--- src/rtl/tych_rx_pkg.sv ---
// Shared types for the tych receive path.
//   mac_avlrx_t : one Avalon-ST RX beat from MAC 0 (only the fields the monitor uses).
package tych_rx_pkg;

    typedef struct packed {
        logic [511:0] data;   // byte 0 is data[511:504]
        logic         valid;
        logic         sop;
        logic         eop;
        logic         error;
    } mac_avlrx_t;

endpackage

--- src/rtl/tych_rx_frame_mon.sv ---
// tych_rx_frame_mon: receive-side frame monitor for the MAC 0 RX stream.
// Sinks every beat (no backpressure), checks SOP/EOP framing and frame length, queues one
// Ethernet-header descriptor per completed frame and keeps saturating statistics.
//
// Ports:
//   clk_i            core clock, rising edge
//   rst_ni           synchronous active-low reset
//   mac_rx_i         RX beat (data/valid/sop/eop/error)
//   desc_valid_o     descriptor FIFO head is valid
//   desc_ready_i     consumer accepts the head descriptor
//   desc_dst_o       destination MAC of the frame
//   desc_src_o       source MAC of the frame
//   desc_type_o      EtherType of the frame
//   desc_beats_o     beats in the frame, saturating at 255
//   desc_status_o    [0] MAC error, [1] oversize, [2] always 0
//   cnt_clr_i        synchronous clear of all counters
//   cnt_good_o       frames completed with clean status
//   cnt_bad_o        frames completed with non-zero status
//   cnt_framing_o    orphan beats plus aborted frames
//   cnt_drop_o       descriptors lost to a full FIFO
module tych_rx_frame_mon
    import tych_rx_pkg::*;
#(
    parameter int unsigned MAX_BEATS  = 24,
    parameter int unsigned FIFO_DEPTH = 4
) (
    input  logic        clk_i,
    input  logic        rst_ni,
    input  mac_avlrx_t  mac_rx_i,
    output logic        desc_valid_o,
    input  logic        desc_ready_i,
    output logic [47:0] desc_dst_o,
    output logic [47:0] desc_src_o,
    output logic [15:0] desc_type_o,
    output logic [7:0]  desc_beats_o,
    output logic [2:0]  desc_status_o,
    input  logic        cnt_clr_i,
    output logic [31:0] cnt_good_o,
    output logic [31:0] cnt_bad_o,
    output logic [31:0] cnt_framing_o,
    output logic [31:0] cnt_drop_o
);

    localparam int unsigned PtrW      = (FIFO_DEPTH > 1) ? $clog2(FIFO_DEPTH) : 1;
    localparam logic [7:0]  MaxBeats8 = 8'(MAX_BEATS);
    localparam logic [PtrW:0] DepthCnt = (PtrW + 1)'(FIFO_DEPTH);

    typedef struct packed {
        logic [47:0] dst;
        logic [47:0] src;
        logic [15:0] etype;
        logic [7:0]  beats;
        logic [2:0]  status;
    } desc_t;

    typedef enum logic [1:0] {StIdle, StInPkt, StOversize} state_e;

    // ------------------------------------------------------------------
    // Frame tracking
    // ------------------------------------------------------------------
    state_e      state_q, state_d;
    logic [47:0] dst_q, dst_d;
    logic [47:0] src_q, src_d;
    logic [15:0] etype_q, etype_d;
    logic [7:0]  beats_q, beats_d;
    logic        err_q, err_d;
    logic        ovs_q, ovs_d;

    logic        cpl;          // a frame completes this cycle
    logic        framing_inc;  // orphan beat or aborted frame
    desc_t       cpl_desc;
    logic [7:0]  beats_inc;

    assign beats_inc = (beats_q == 8'hFF) ? 8'hFF : beats_q + 8'd1;

    always_comb begin
        state_d     = state_q;
        dst_d       = dst_q;
        src_d       = src_q;
        etype_d     = etype_q;
        beats_d     = beats_q;
        err_d       = err_q;
        ovs_d       = ovs_q;
        cpl         = 1'b0;
        framing_inc = 1'b0;

        if (mac_rx_i.valid) begin
            if (mac_rx_i.sop) begin
                // An SOP inside an open frame aborts it silently apart from the framing count,
                // then starts a fresh frame exactly as from idle.
                framing_inc = (state_q != StIdle);
                dst_d       = mac_rx_i.data[511:464];
                src_d       = mac_rx_i.data[463:416];
                etype_d     = mac_rx_i.data[415:400];
                beats_d     = 8'd1;
                err_d       = mac_rx_i.error;
                ovs_d       = 1'b0;
                cpl         = mac_rx_i.eop;
                state_d     = mac_rx_i.eop ? StIdle : StInPkt;
            end else begin
                case (state_q)
                    StIdle: begin
                        framing_inc = 1'b1;
                    end
                    StInPkt: begin
                        beats_d = beats_inc;
                        err_d   = err_q | mac_rx_i.error;
                        if (mac_rx_i.eop) begin
                            cpl     = 1'b1;
                            state_d = StIdle;
                        end else if (beats_inc == MaxBeats8) begin
                            // Legal length used up and no EOP yet: more beats must follow.
                            ovs_d   = 1'b1;
                            state_d = StOversize;
                        end
                    end
                    StOversize: begin
                        beats_d = beats_inc;
                        err_d   = err_q | mac_rx_i.error;
                        if (mac_rx_i.eop) begin
                            cpl     = 1'b1;
                            state_d = StIdle;
                        end
                    end
                    default: begin
                        state_d = StIdle;
                    end
                endcase
            end
        end

        cpl_desc = '{dst: dst_d, src: src_d, etype: etype_d, beats: beats_d,
                     status: {1'b0, ovs_d, err_d}};
    end

    always_ff @(posedge clk_i) begin
        if (!rst_ni) begin
            state_q <= StIdle;
            dst_q   <= '0;
            src_q   <= '0;
            etype_q <= '0;
            beats_q <= '0;
            err_q   <= 1'b0;
            ovs_q   <= 1'b0;
        end else begin
            state_q <= state_d;
            dst_q   <= dst_d;
            src_q   <= src_d;
            etype_q <= etype_d;
            beats_q <= beats_d;
            err_q   <= err_d;
            ovs_q   <= ovs_d;
        end
    end

    // ------------------------------------------------------------------
    // Descriptor FIFO
    // ------------------------------------------------------------------
    desc_t           mem_q [FIFO_DEPTH];
    logic [PtrW-1:0] wr_ptr_q, rd_ptr_q;
    logic [PtrW:0]   count_q;
    logic            fifo_full, pop, push, drop;
    desc_t           head;

    assign fifo_full = (count_q == DepthCnt);
    assign pop       = (count_q != '0) && desc_ready_i;
    // A pop in the same cycle frees a slot for the push.
    assign push      = cpl && (!fifo_full || pop);
    assign drop      = cpl && fifo_full && !pop;

    always_ff @(posedge clk_i) begin
        if (push) begin
            mem_q[wr_ptr_q] <= cpl_desc;
        end
    end

    always_ff @(posedge clk_i) begin
        if (!rst_ni) begin
            wr_ptr_q <= '0;
            rd_ptr_q <= '0;
            count_q  <= '0;
        end else begin
            if (push) begin
                wr_ptr_q <= wr_ptr_q + 1'b1;
            end
            if (pop) begin
                rd_ptr_q <= rd_ptr_q + 1'b1;
            end
            case ({push, pop})
                2'b10:   count_q <= count_q + 1'b1;
                2'b01:   count_q <= count_q - 1'b1;
                default: count_q <= count_q;
            endcase
        end
    end

    assign head          = mem_q[rd_ptr_q];
    assign desc_valid_o  = (count_q != '0);
    assign desc_dst_o    = head.dst;
    assign desc_src_o    = head.src;
    assign desc_type_o   = head.etype;
    assign desc_beats_o  = head.beats;
    assign desc_status_o = head.status;

    // ------------------------------------------------------------------
    // Statistics counters (saturating, clear beats increment)
    // ------------------------------------------------------------------
    logic        good_inc, bad_inc;
    logic [31:0] cnt_good_q, cnt_bad_q, cnt_framing_q, cnt_drop_q;

    assign good_inc = cpl && (cpl_desc.status == 3'b000);
    assign bad_inc  = cpl && (cpl_desc.status != 3'b000);

    function automatic logic [31:0] sat_inc(input logic [31:0] v, input logic inc);
        return (inc && (v != 32'hFFFF_FFFF)) ? v + 32'd1 : v;
    endfunction

    always_ff @(posedge clk_i) begin
        if (!rst_ni || cnt_clr_i) begin
            cnt_good_q    <= '0;
            cnt_bad_q     <= '0;
            cnt_framing_q <= '0;
            cnt_drop_q    <= '0;
        end else begin
            cnt_good_q    <= sat_inc(cnt_good_q, good_inc);
            cnt_bad_q     <= sat_inc(cnt_bad_q, bad_inc);
            cnt_framing_q <= sat_inc(cnt_framing_q, framing_inc);
            cnt_drop_q    <= sat_inc(cnt_drop_q, drop);
        end
    end

    assign cnt_good_o    = cnt_good_q;
    assign cnt_bad_o     = cnt_bad_q;
    assign cnt_framing_o = cnt_framing_q;
    assign cnt_drop_o    = cnt_drop_q;

endmodule

--- config.mk ---
export PLATFORM = sky130hd
export DESIGN_NAME = tych_rx_frame_mon
export DESIGN_NICKNAME = d
export VERILOG_FILES = /design/src/rtl/tych_rx_pkg.sv /design/src/rtl/tych_rx_frame_mon.sv
export SDC_FILE = /design/constraint.sdc
export NUM_CORES = 1
export LEC_CHECK = 0
export ABC_CLOCK_PERIOD_IN_PS = 5120
export CAP_MARGIN = 20
export CORE_AREA = 5 5 295 297
export DETAILED_ROUTE_END_ITERATION = 10
export DIE_AREA = 0 0 300 302
export DONT_BUFFER_PORTS = 1
export HOLD_SLACK_MARGIN = 0.1
export PLACE_DENSITY_LB_ADDON = 0.1
export SYNTH_ARGS = -nofsm -noshare
export SYNTH_HDL_FRONTEND = slang
export SYNTH_SLANG_ARGS = --single-unit
--- constraint.sdc ---
create_clock -name clk_i -period 5.12 [get_ports clk_i]
set_input_delay 1.024 -clock clk_i [delete_from_list [all_inputs] [get_ports clk_i]]
set_output_delay 1.024 -clock clk_i [all_outputs]
set_load 0.01 [all_outputs]
==> flow_summary_export.csv, run 1 <==
group,metric,value,unit
clocking,clk_latency,620,ps
critical_path,path_cells,"buf_4, mux4_2",
clocking,cts_inserted_buffers,84,
global_route,grt_max_degree,135,
pwr,ir_drop,0.3148,mV
pwr,pwr-share-seq,0.459,
timing,hold_ws,523.2,ps
timing,slew_viol_final,0,
route,dr.pass1.iters,4,
placed_design,gp_congestion,0.7955,
clocking,post_cts_buffers,0,
timing,tightestPinTransition,977.1,ps
die,core_area,84340,sq um
timing,fin_crit,3668,ps
synth,synth_cells,1882,
timing,final.setup.tns,0,ps
critical_path,reg2reg_depth,8,
hold_path,hold_path_depth,2,
clocking,clock_path_buffers,3,
die,initial_core_util,0.3453,
synth,syn_area,29130,sq um
critical_path,crit_family,"flip-flops",
global_route,grt_util_all_layers,0.1553,
finish,fillers,7821,
route,routedWlPerCell,23.32,um
critical_path,crit_type,"reg2out",
hold_path,min_path_type,"reg2reg",
timing,setup_viol,0,
pwr,swShare,0.2409,
placed_design,hpwl,44990,um
synth,synth_edf_count,488,
finish,instances_no_fill,3075,
timing,rsz0062_at_grt,"false",
pwr,p_int,11160,uW
synth,synth_fp_nets,2416,
global_route,overflow,0,
die,die_area,90600,sq um
critical_path,worst_path_max_delay_cell,"dfxtp_4",
finish,area_growth,14.75,%
placed_design,dpl.cell_count,2913,
placed_design,port_buffers,0,
timing,relSlewSlack,0.3486,
synth,async_reset_ff_frac,0,
timing,hold_viol_final,0,
global_route,grt_pass1_vias,15710,
pwr,combPwrFrac,0.118,
global_route,antenna_found_initial,18,
flow_run,drv_cap,0,
clocking,hold_buffers,0,
synth,yosysTopAreaCellShare,0.5031,
clocking,htreeDepth,3,
synth,netlist_top_cells_area,"edfxtp_1, dfxtp_1, mux4_2, mux2_2, and2_1",
clocking,clk_pin_slew,60,ps
clocking,cts_tree,"done",
critical_path,critical_path.max_stage_delay,960,ps
critical_path,worst-path-stages,2,
timing,fmax,272.6,MHz
synth,synth_top_area_cell,"edfxtp_1",
finish,drive_gt1_frac,0.2046,
synth,synth.distinct_cells,58,
synth,yosys_warnings,0,
die,fp.dieW,300,um
critical_path,path_max_fanout,37,
pwr,power_density,439.8,nW/um^2
die,fp-row-count,107,
clocking,cts.repair.resized,0,
outcome,status,"complete, no violations",
route,drtAntennaViolNets,0,
synth,synth_seq_area_share,0.6825,
route,drc,0,
die,fp.dieH,302,um
critical_path,path_buf_inv,1,
clocking,clock_sinks,749,
timing,finalCritPeriodShare,0.7164,
synth,ys.flop_type,"edfxtp_1",
pwr,total_leakage_power,0.01090,uW
finish,layout_commonest_cell,"edfxtp_1",
global_route,grt_pass1_wl,106400,um
critical_path,worstPathRequired,4100,ps
critical_path,crit_path_end_kind,"primary output",
route,drt_iter0_markers,806,
critical_path,crit_arrival,2640,ps
finish,nNetsFinal,2443,
pwr,p_clk_frac,0.422,
timing,final.setup_skew,29.73,ps
synth,ys_seq_elements,749,
critical_path,cp-start-kind,"flop",
route,vias,15700,
synth,syn_area_per_cell,15.48,sq um
finish,final_cell_mix,"edfxtp_1, dfxtp_1, and2_1",
clocking,clockRootBuffer,"clkbuf_16",
pwr,switchingPower,3542,uW
route,finalWirelength,71700,um
route,viasPerCell,5.106,
die,io_pins,772,
## power by group through the flow
stage,combinational (uW),sequential (uW),clock (uW)
after global routing,1880,6780,6680
after floorplan,1400,6760,0
after global placement,1800,6880,0
final,1740,6750,6210
after CTS,1810,6760,6440
after detailed placement,1810,6890,0
## tightest hold or removal path: stages (launching register included)
cell	delay, ps
dfxtp_1	310
inv_1	100
a21oi_1	70
## synth_stat cells, types with 18 or more instances
library cell / instances
or3_1: 18
o21ai_0: 25
buf_1: 23
and3_1: 24
nor2_1: 121
nor3_1: 22
inv_1: 20
edfxtp_1: 488
and4_1: 22
xnor2_1: 48
mux2_2: 112
clkbuf_1: 62
nand4_1: 35
nand3_1: 57
dfxtp_1: 261
nand2_1: 75
a21oi_1: 41
and2_1: 141
mux4_2: 122
xor2_1: 53
## cells by family after synthesis
| family | count (synthesis) | share of synthesized area |
|---|---|---|
| compound gates | 107 | 0.02328 |
| flops | 749 | 0.6825 |
| simple gates | 563 | 0.1040 |
| other cells | 1 | 0.0001288 |
| mux | 237 | 0.1387 |
| xor+xnor | 101 | 0.03037 |
| buf+inv | 110 | 0.01469 |
| fa+ha+maj | 14 | 0.006272 |
## state kept, by name, summed over array words and instances (netlist names), named ones only
signal / count
state_q: 2
beats_q: 8
err_q: 1
etype_q: 16
mem_q: 488
cnt_drop_o: 32
ovs_q: 1
rd_ptr_q: 2
cnt_bad_o: 32
count_q: 3
dst_q: 48
cnt_framing_o: 32
src_q: 48
cnt_good_o: 32
wr_ptr_q: 2
## stage by stage
stage	worst slack, ps	util	cell area (sq um)	power, uW
CTS	1266	0.3961	33410	15010
global route	1207	0.3961	33410	15340
finish	1452	0.3963	33420	14700
detailed placement	1642	0.3619	30530	8698
global placement	1661	0.3619	30530	8680
floorplan	5.428	-	29130	8155
## cell type report
cell class / count / area, sq um / share of cell area
diodes: 6 / 15.01 / 0.0004492
clock buffers: 112 / 2288 / 0.06847
clock inverters: 44 / 590.6 / 0.01767
inverters: 20 / 75.07 / 0.002246
multi-input cells: 1023 / 8845 / 0.2646
flip-flops and latches: 749 / 19890 / 0.5950
well taps: 1090 / 1364 / 0.04081
repair buffers: 31 / 357.8 / 0.01071
## path summary, 6_finish.rpt
| path | endpoint | slack [ps] | startpoint |
|---|---|---|---|
| worst min register to register | state_q[1]$_SDFFE_PN0P_ | 520 | state_q[1]$_SDFFE_PN0P_ |
| worst min-delay path | state_q[1]$_SDFFE_PN0P_ | 520 | state_q[1]$_SDFFE_PN0P_ |
| worst max-delay path | desc_dst_o[23] | 1450 | flop |
| worst max register to register | cnt_bad_o[18]$_SDFFE_PP0P_ | 1730 | beats_q[0]$_SDFF_PN0_ |
## layer usage
metal	vias to the layer above	wire, um	GRT usage
li1	7174	-	-
met1	8002	29980	0.1947
met2	414	34170	0.2544
met3	99	6093	0.06007
met4	12	1370	0.04026
met5	-	80	0
(Power assumes the default switching activity.)
==> run 2, diff against run 1 <==
- ABC_CLOCK_PERIOD_IN_PS: 5120 -> 3000
- clock period: 5.12 -> 3 ns (I/O delays scaled with it)
==> flow_summary_export.csv, run 2 (synthesized netlist as in run 1, its figures left out) <==
group,metric,value,unit
outcome,status,"complete, no violations",
route,vias,15800,
finish,area_growth,17.57,%
global_route,grt_max_degree,135,
flow_run,drv_cap,0,
clocking,clk_latency,620,ps
global_route,overflow,0,
die,fp.dieW,300,um
global_route,grt-busiest-layer,"met2",
critical_path,critical_path.max_stage_delay,550,ps
finish,final_cell_mix,"edfxtp_1, dfxtp_1, and2_1",
pwr,power_density,738.3,nW/um^2
placed_design,port_buffers,0,
route,drtAntennaViolNets,0,
clocking,clock_path_buffers,3,
global_route,antenna_found_initial,18,
pwr,ir_drop,0.3987,mV
placed_design,gp_congestion,0.8285,
clocking,hold_buffers,0,
finish,fillers,7731,
die,fp-row-count,107,
finish,multi_input_comb_area,8865,sq um
clocking,cts_inserted_buffers,86,
die,io_pins,772,
route,finalWirelength,72480,um
timing,final.setup_skew,48.20,ps
finish,largest_reg_flops,488,
placed_design,pre_cts_slack,73.72,ps
clocking,clockRootBuffer,"clkbuf_16",
placed_design,hpwl,47460,um
global_route,grt_pass1_wl,107800,um
finish,top_regs,"mem_q (488), dst_q (48), src_q (48)",
clocking,htreeDepth,3,
critical_path,rrSetupSlack,250,ps
die,core_area,84340,sq um
timing,hold_viol_final,0,
placed_design,dpl.cell_count,2977,
timing,hold_ws,130.6,ps
clocking,clock_sinks,749,
critical_path,crit_arrival,3290,ps
timing,fmax,364.1,MHz
critical_path,crit_type,"reg2reg",
critical_path,cp-start-kind,"flop",
route,routedWlPerCell,23.03,um
timing,setup_viol,0,
die,die_area,90600,sq um
timing,relSlewSlack,0.3139,
finish,instances_no_fill,3147,
global_route,grtUsageMet3,0.05986,
critical_path,worstPathRequired,3540,ps
timing,finalCritPeriodShare,0.9155,
finish,final_util,0.4060,
finish,regArea,19890,sq um
global_route,grtUsageMet2,0.2608,
finish,nNetsFinal,2514,
hold_path,min_path_type,"in2reg",
die,fp.dieH,302,um
timing,fin_crit,2747,ps
critical_path,worst_path_max_delay_cell,"or4_4",
pwr,total_leakage_power,0.01132,uW
finish,drive_gt1_frac,0.2343,
timing,slew_viol_final,0,
timing,rsz0062_at_grt,"false",
global_route,grt_util_met1,0.1940,
clocking,cts_tree,"done",
critical_path,path_cells,"ha_1, and3_1, nor4_4, o2111ai_2, o31a_1, or4_4, or3_1, a21oi_1",
die,initial_core_util,0.3453,
route,viasPerCell,5.020,
timing,tightestPinTransition,1029,ps
critical_path,path_max_fanout,8,
route,dr.pass1.iters,4,
global_route,grt_pass1_vias,16040,
timing,setup_slack,253.5,ps
critical_path,crit_path_end_kind,"flop",
finish,top_register,"mem_q",
route,drc,0,
finish,layout_commonest_cell,"edfxtp_1",
route,drt_iter0_markers,785,
global_route,grt_util_all_layers,0.1570,
clocking,clk_pin_slew,60,ps
-- run 2: layout make-up --
class                           count  area share
Multi-Input combinational cell   1023      0.2589
Clock inverter                     46     0.01538
Antenna cell                        4   0.0002923
Clock buffer                      115     0.06836
Timing Repair Buffer              100     0.03435
Inverter                           20    0.002192
Tap cell                         1090     0.03983
Sequential cell                   749      0.5807
-- run 2: path summary, 6_finish.rpt --
kind,start,cells after the start,end
worst max-delay path,beats_q[0]$_SDFF_PN0_,8,cnt_bad_o[25]$_SDFFE_PP0P_
worst min-delay path,rst_ni,1,count_q[0]$_SDFFE_PN0P_
worst max register to register,beats_q[0]$_SDFF_PN0_,8,cnt_bad_o[25]$_SDFFE_PP0P_
worst min register to register,state_q[1]$_SDFFE_PN0P_,2,state_q[1]$_SDFFE_PN0P_
-- run 2: repair_timing --
action | in CTS | in global routing
setup endpoints to repair | 1 | 10
hold endpoints to repair | 0 | 0
buffers inserted | 0 | 5
resized for setup | 1 | 3
pin swaps | 0 | 1
-- run 2: layer usage --
metal,vias up,wire [um]
li1,7314,-
met1,7945,29840
met2,403,34990
met3,117,5965
met4,18,1547
met5,-,139
-- run 2: stage by stage --
| stage | power [uW] | TNS, ps | cell area [sq um] |
|---|---|---|---|
| floorplan | 13910 | -177610 | 29130 |
| global placement | 15060 | 0 | 31280 |
| detailed placement | 15080 | 0 | 31280 |
| CTS | 25720 | 0 | 34160 |
| global route | 26430 | 0 | 34230 |
| finish | 25280 | 0 | 34240 |
-- run 2: worst max-delay path, delay by kind of cell (launching register included) --
family	cells	cell delay, ps
AOI/OAI and AO/OA	3	720
adders and majority gates	1	230
DFF	1	310
and+or+nand+nor	4	1400
-- run 2: power by group --
group | switching [uW] | total [uW] | internal, uW
registers | 95.7 | 11400 | 11300
logic | 1840 | 3430 | 1600
clock network | 4140 | 10500 | 6360
total | 6070 | 25300 | 19200
==> run 3, diff against run 2 <==
==> constraint.sdc (replaced) <==
create_clock -name clk_i -period 3 [get_ports clk_i]
set_input_delay 0.75 -clock clk_i [delete_from_list [all_inputs] [get_ports clk_i]]
set_output_delay 0.75 -clock clk_i [all_outputs]
set_load 0.01 [all_outputs]
==> flow_summary_export.csv, run 3 (synthesized netlist as in run 1, its figures left out) <==
group,metric,value,unit
die,fp-row-count,107,
pwr,p_clk_frac,0.399,
pwr,swShare,0.2476,
timing,fmax,350.8,MHz
route,drt_iter0_markers,1065,
route,drc,0,
timing,finalCritPeriodShare,0.9502,
timing,hold_viol_final,0,
global_route,overflow,0,
global_route,grt_pass1_vias,16350,
timing,setup_viol,0,
critical_path,critical_path.max_stage_delay,660,ps
global_route,grt_pass1_wl,109700,um
clocking,clockRootBuffer,"clkbuf_16",
clocking,cts_tree,"done",
finish,area_growth,16.45,%
clocking,clock_sinks,749,
clocking,hold_buffers,0,
global_route,grt_util_all_layers,0.1604,
clocking,htreeDepth,3,
critical_path,path_cells,"buf_16, mux4_2",
timing,slew_viol_final,0,
finish,fillers,7749,
finish,design_area,33920,sq um
placed_design,hpwl,47810,um
finish,largest_reg_flops,488,
finish,top_regs,"mem_q (488), dst_q (48), src_q (48)",
outcome,status,"complete, no violations",
clocking,clk_latency,640,ps
pwr,power_density,724.7,nW/um^2
timing,final.setup_skew,36.92,ps
timing,tightestPinTransition,908.6,ps
clocking,cts_inserted_buffers,83,
finish,final_cell_mix,"edfxtp_1, dfxtp_1, and2_1",
critical_path,crit_type,"reg2out",
critical_path,crit_path_end_kind,"primary output",
pwr,total_leakage_power,0.01116,uW
finish,layout_commonest_cell,"edfxtp_1",
route,finalWirelength,73760,um
die,core_area,84340,sq um
die,initial_core_util,0.3453,
clocking,clk_pin_slew,60,ps
global_route,grt_max_degree,135,
critical_path,path_max_fanout,44,
placed_design,dpl.cell_count,2968,
route,drtAntennaViolNets,0,
flow_run,drv_cap,0,
pwr,p_int,18490,uW
finish,regArea,19890,sq um
route,viasPerCell,5.090,
timing,relSlewSlack,0.3943,
pwr,power,24580,uW
finish,final_util,0.4021,
pwr,ir_drop,0.4078,mV
die,fp.dieW,300,um
timing,fin_crit,2851,ps
critical_path,crit_arrival,2100,ps
route,dr.pass1.iters,5,
die,fp.dieH,302,um
pwr,combPwrFrac,0.138,
critical_path,worst_path_max_delay_cell,"mux4_2",
timing,rsz0062_at_grt,"false",
pwr,switchingPower,6086,uW
die,io_pins,772,
global_route,antenna_found_initial,27,
placed_design,gp_congestion,0.7992,
pwr,pwr-share-seq,0.462,
route,routedWlPerCell,23.48,um
placed_design,port_buffers,0,
finish,top_register,"mem_q",
critical_path,cp-start-kind,"flop",
route,vias,15990,
critical_path,worstPathRequired,2250,ps
finish,drive_gt1_frac,0.2235,
finish,multi_input_comb_area,8862,sq um
hold_path,min_path_type,"in2reg",
die,die_area,90600,sq um
placed_design,placed_area,31160,sq um
clocking,clock_path_buffers,3,
finish,nNetsFinal,2504,
finish,instances_no_fill,3141,
-- run 3: worst paths after layout --
kind	endpoint	slack [ps]	depth (start not counted)	startpoint
worst min-delay path	etype_q[10]$_SDFF_PN0_	320	1	rst_ni
worst min register to register	state_q[1]$_SDFFE_PN0P_	530	2	state_q[1]$_SDFFE_PN0P_
worst max register to register	cnt_bad_o[25]$_SDFFE_PP0P_	190	8	beats_q[0]$_SDFF_PN0_
worst max-delay path	desc_dst_o[11]	150	2	flop
-- run 3: what timing repair did --
action / in CTS / in global routing
resized for setup: 2 / 2
endpoints found under the setup margin: 14 / 27
buffers inserted: 3 / 4
-- run 3: power by group through the flow --
stage | logic (uW) | clock network (uW) | registers [uW]
after detailed placement | 3450 | 0 | 11600
after global routing | 3680 | 10600 | 11400
after floorplan | 2380 | 0 | 11500
final | 3400 | 9810 | 11400
after global placement | 3430 | 0 | 11600
after CTS | 3510 | 10200 | 11400
-- run 3: final cells by class --
type                    count  area share
diodes                     11   0.0008116
multi-input cells        1023      0.2613
clock inverters            42     0.01269
inverters                  20    0.002213
repair buffers             93     0.03099
flip-flops and latches    749      0.5863
well taps                1090     0.04021
clock buffers             113     0.06544
-- run 3: worst max-delay path: cells and delay by family (launching register included) --
| family | cells | cell delay, ps |
|---|---|---|
| buffers and inverters | 1 | 320 |
| DFF | 1 | 420 |
| muxes | 1 | 660 |
-- run 3: layer usage --
metal / vias to the layer above / global-route usage / wire (um)
li1: 7308 / - / -
met1: 8092 / 0.2057 / 30810
met2: 475 / 0.2609 / 34760
met3: 96 / 0.05871 / 6882
met4: 18 / 0.03982 / 1202
met5: - / 0 / 109
-- run 3: per-stage QoR --
stage	setup slack, ps	hold slack (ps)	setup TNS, ps
finish	149.4	323.3	0
detailed placement	132.6	516.1	0
global placement	178.0	497.5	0
floorplan	-496.8	471.5	-242420
global route	22.40	288.4	0
CTS	2.533	244.3	0
